`src/rtl/tt_hold_timer.sv`:
```
// Hold-window timer: counts 0..HOLD-1 and wraps, flagging the final cycle.
module tt_hold_timer #(
  parameter int HOLD = 10
) (
  input  logic clk,
  input  logic rst_n,
  input  logic clear,
  output logic last
);

  localparam int CNT_W = (HOLD > 1) ? $clog2(HOLD) : 1;

  logic [CNT_W-1:0] cnt;

  assign last = (cnt == CNT_W'(HOLD - 1));

  always_ff @(posedge clk or negedge rst_n) begin
    if (!rst_n) begin
      cnt <= '0;
    end else if (clear || last) begin
      cnt <= '0;
    end else begin
      cnt <= cnt + CNT_W'(1);
    end
  end

endmodule

```
`config.mk`:
```
export PLATFORM = sky130hd
export DESIGN_NAME = tt_hold_timer
export DESIGN_NICKNAME = d
export VERILOG_FILES = /design/src/rtl/tt_hold_timer.sv
export SDC_FILE = /design/constraint.sdc
export NUM_CORES = 1
export LEC_CHECK = 0
export ABC_AREA = 0
export CORE_AREA = 10 10 47 49
export CTS_CLUSTER_DIAMETER = 80
export DETAILED_ROUTE_END_ITERATION = 8
export DIE_AREA = 0 0 57 59
export SLEW_MARGIN = 10
export SYNTH_ARGS = -nofsm -noshare
export SYNTH_HDL_FRONTEND = slang
export SYNTH_SLANG_ARGS = --single-unit
export TNS_END_PERCENT = 10
```
`constraint.sdc`:
```
create_clock -name clk -period 1.4 [get_ports clk]
set_input_delay 0.28 -clock clk [delete_from_list [all_inputs] [get_ports clk]]
set_output_delay 0.28 -clock clk [all_outputs]
set_load 0.02 [all_outputs]
```
# Word level (Yosys, flattened, before mapping)
# Index checks and enable logic that the tools add are counted.
dict set report classes {
  n_reduce_logical 1
  n_eq_ne 1
  n_mux 1
  add_sub_neg 1
}
# cell n
set ops {}
lappend ops {{4-bit by 1-bit adder with 4-bit output, second input constant} 1}
lappend ops {{4-bit == test, second input constant} 1}
lappend ops {{4-bit two-way mux} 1}
lappend ops {{1-bit logical OR} 1}
dict set report totals {
  out_inout_bits 1
  wordCells 5
  inputBits 3
  register_bits 4
}

# Logic depth before layout (Yosys ltp)
dict set report logic_depth {
  word_depth 3
  depth_mapped 5
  ltp_nobuf 5
}

# Worst setup path after synthesis
# Ideal clock, no wire load.
dict set report synth_path {
  path_kind {register to output}
  start {register cnt[1]}
  end {output port last}
  arrival_time_ns 0.942
  stages_incl_launch_ff 5
  n_path_buf 0
  path_slack_ns 0.178
  required_time_ns 1.120
  cell_sequence {dfrtp_1 inv_1 ha_1 nand2_1 nor2_1}
}
dict set report synth_via {
  elab_chain_cells 1
}
# element line
set synth_rtl {}
lappend synth_rtl {{start, declared} 13} ;# logic [CNT_W-1:0] cnt;
lappend synth_rtl {{start signal, assigned} 23} ;# cnt <= cnt + CNT_W'(1);
lappend synth_rtl {{4-bit == test} 15} ;# assign last = (cnt == CNT_W'(HOLD - 1));
lappend synth_rtl {{end, declared} 8} ;# output logic last
# No other way between the ends.

# Worst setup path after layout
# Ends and elaborated chain as after synthesis.

==> results_dict.tcl <==
set metrics [dict create \
    coreArea_um2 1400 \
    fmax_mhz 719 \
    p_leak_uw 0.000146 \
    viasPerCell 3.90 \
    holdCritPathClass "primary input to async pin" \
    ys_warn_count 0 \
    port-buffer-count 3 \
    rsz0062_at_grt "true" \
    r2r_start "cnt[1]" \
    slew_viol_final 0 \
    n_antenna_cell 0 \
    row_count 14 \
    hold_viol 0 \
    grt_max_degree 7 \
    top_regs "cnt (4)" \
    track_usage 0.0299 \
    cp-end-kind "output pin" \
    synth_fp_nets 25 \
    die_w_um 57 \
    cp.arrival_ps 1110 \
    fillers 157 \
    die_y_um 59 \
    cts_root_buf "clkbuf_4" \
    drcViolationCount 0 \
    ant_nets 0 \
    largest_reg_flops 4 \
    io_pins 4 \
    synth_cells 20 \
    antenna_found_initial 0 \
    syn_to_final_growth_pct 62.0 \
    seq_area_um2 100 \
    grt_pass1_wl_um 696 \
    tightest_slew_ps 203 \
    syn_area_um2 204 \
    period_needed_ps 1390 \
    critPathRequiredTime_ps 1120 \
    hpwl_um 355 \
    drt-total-wl_um 431 \
    dp_cells 44 \
    final_nets 39 \
    final_util 0.236 \
    max_cap_viol_count 0 \
    yosys.area.top_type "dfrtp_1" \
    ys_ff_latch 4 \
    setup_viol 0 \
    start_util 0.146 \
    cts_buffer_depth 2 \
    layout-drive-gt1-share 0.406 \
    crit_start "cnt[1]" \
    htreeDepth 1 \
    syn_area_per_cell_um2 10.2 \
    gp_congestion 0.717 \
    drtIter0Drc 2 \
    insertion_delay_ps 230 \
    cts_hold_buf 0 \
    synth_top_cell_area_share 0.491 \
    clk_pin_slew_ps 30 \
    skew_ps 0.693 \
    ys_seq_area_frac 0.491 \
    path_class "register to output pin" \
    cts_tree "yes" \
    slew_headroom 0.864 \
    globalRouteOverflowTotal 0 \
    first_pass_iters 2 \
    via_count 187 \
    yosys-top-cells-area "dfrtp_1 49%, ha_1 12%, nor2_1 5.5%, nand4b_1 4.3%, or3b_1 4.3%" \
    clock-sinks 4 \
    multi_input_area_um2 108 \
    startpoint_type "register" \
    routedWlPerCell_um 8.98 \
    regMostFlops "cnt" \
    fin_cells 48 \
    die_area_um2 3360 \
    run_status "finished clean" \
    pwr_density_cell_nw_per_um2 946 \
    ir_drop_uv 459 \
    post-route-period-util 0.993 \
    synth_cell_types 13 \
    cts_buffers 3 \
    crit_fanout 2 \
    first_global_vias 195 \
]
area by class of cell:
class | count | area share
multi-input cells | 15 | 0.326
flip-flops and latches | 4 | 0.303
repair buffers | 9 | 0.231
clock buffers | 3 | 0.0682
well taps | 16 | 0.0606
inverters | 1 | 0.0114
timing repair:
| action | in CTS | in global routing |
|---|---|---|
| buffers inserted | 0 | 1 |
| endpoints found under the setup margin | 1 | 1 |
| pin swaps | 1 | 1 |
| resized for setup | 5 | 4 |
cell usage after synthesis:
cell type,number
dfrtp_1,4
nor2_1,3
ha_1,2
nand2_1,2
a21oi_1,1
a31oi_1,1
inv_1,1
nand3_1,1
nand3b_1,1
nand4b_1,1
o21bai_1,1
or2b_1,1
or3b_1,1
routing by layer:
layer | track usage | wire [um] | vias to the layer above
li1 | - | - | 93
met1 | 0.0239 | 196 | 86
met2 | 0.0372 | 173 | 6
met3 | 0.0408 | 52 | 2
met4 | 0.0201 | 9 | 0
met5 | 0 | 0 | -
power by group:
part           internal (uW)  total, uW  switching (uW)  leakage (uW)
logic                   26.7       46.7            20.0     0.0000792
clock network           95.6        138            42.8     0.0000138
registers                123        127            3.99     0.0000533
stage by stage:
step                setup slack [ps]  TNS (ps)  hold slack [ps]  cell area, um^2  power (uW)
global placement                -199      -199              505              292         167
detailed placement              -216      -216              505              292         169
CTS                            -1.09     -1.09              257              312         313
global route                   -81.7     -81.7              252              330         339
finish                          10.1         0              260              330         312
floorplan                        178         0            -15.6              204         145
placed cells by master, fill, tap and decap left out, drive strengths merged, types with 2 or more instances in the layout:
master         count
nor2               3
clkdlybuf4s50      2
clkbuf             3
dfrtp              4
ha                 2
nand2              2
buf                7
logic make-up (layout without fill, tap and decap cells):
kind of cell / Yosys count / after routing / synth area share
buf+inv: 1 / 13 / 0.0184
flops: 4 / 4 / 0.491
fa+ha+maj: 2 / 2 / 0.123
compound gates: 3 / 3 / 0.0920
simple gates: 10 / 10 / 0.276
worst max-delay path, stage by stage (launching register included):
cell and delay (ps):
dfrtp_1 360, inv_1 60, ha_2 170, nand2_2 60, nor2_2 110, buf_6 120
worst paths after layout:
kind                          end  slack [ps]  depth (start not counted)
max reg2reg                cnt[2]         180                          5
max                          last          10                          5
min in group clk           cnt[0]         570                          2
min                        cnt[2]         260                          1
max in group asynchronous  cnt[0]         960                          1
min reg2reg                cnt[0]         570                          2
Note: power is estimated with default switching activity, not from simulation.
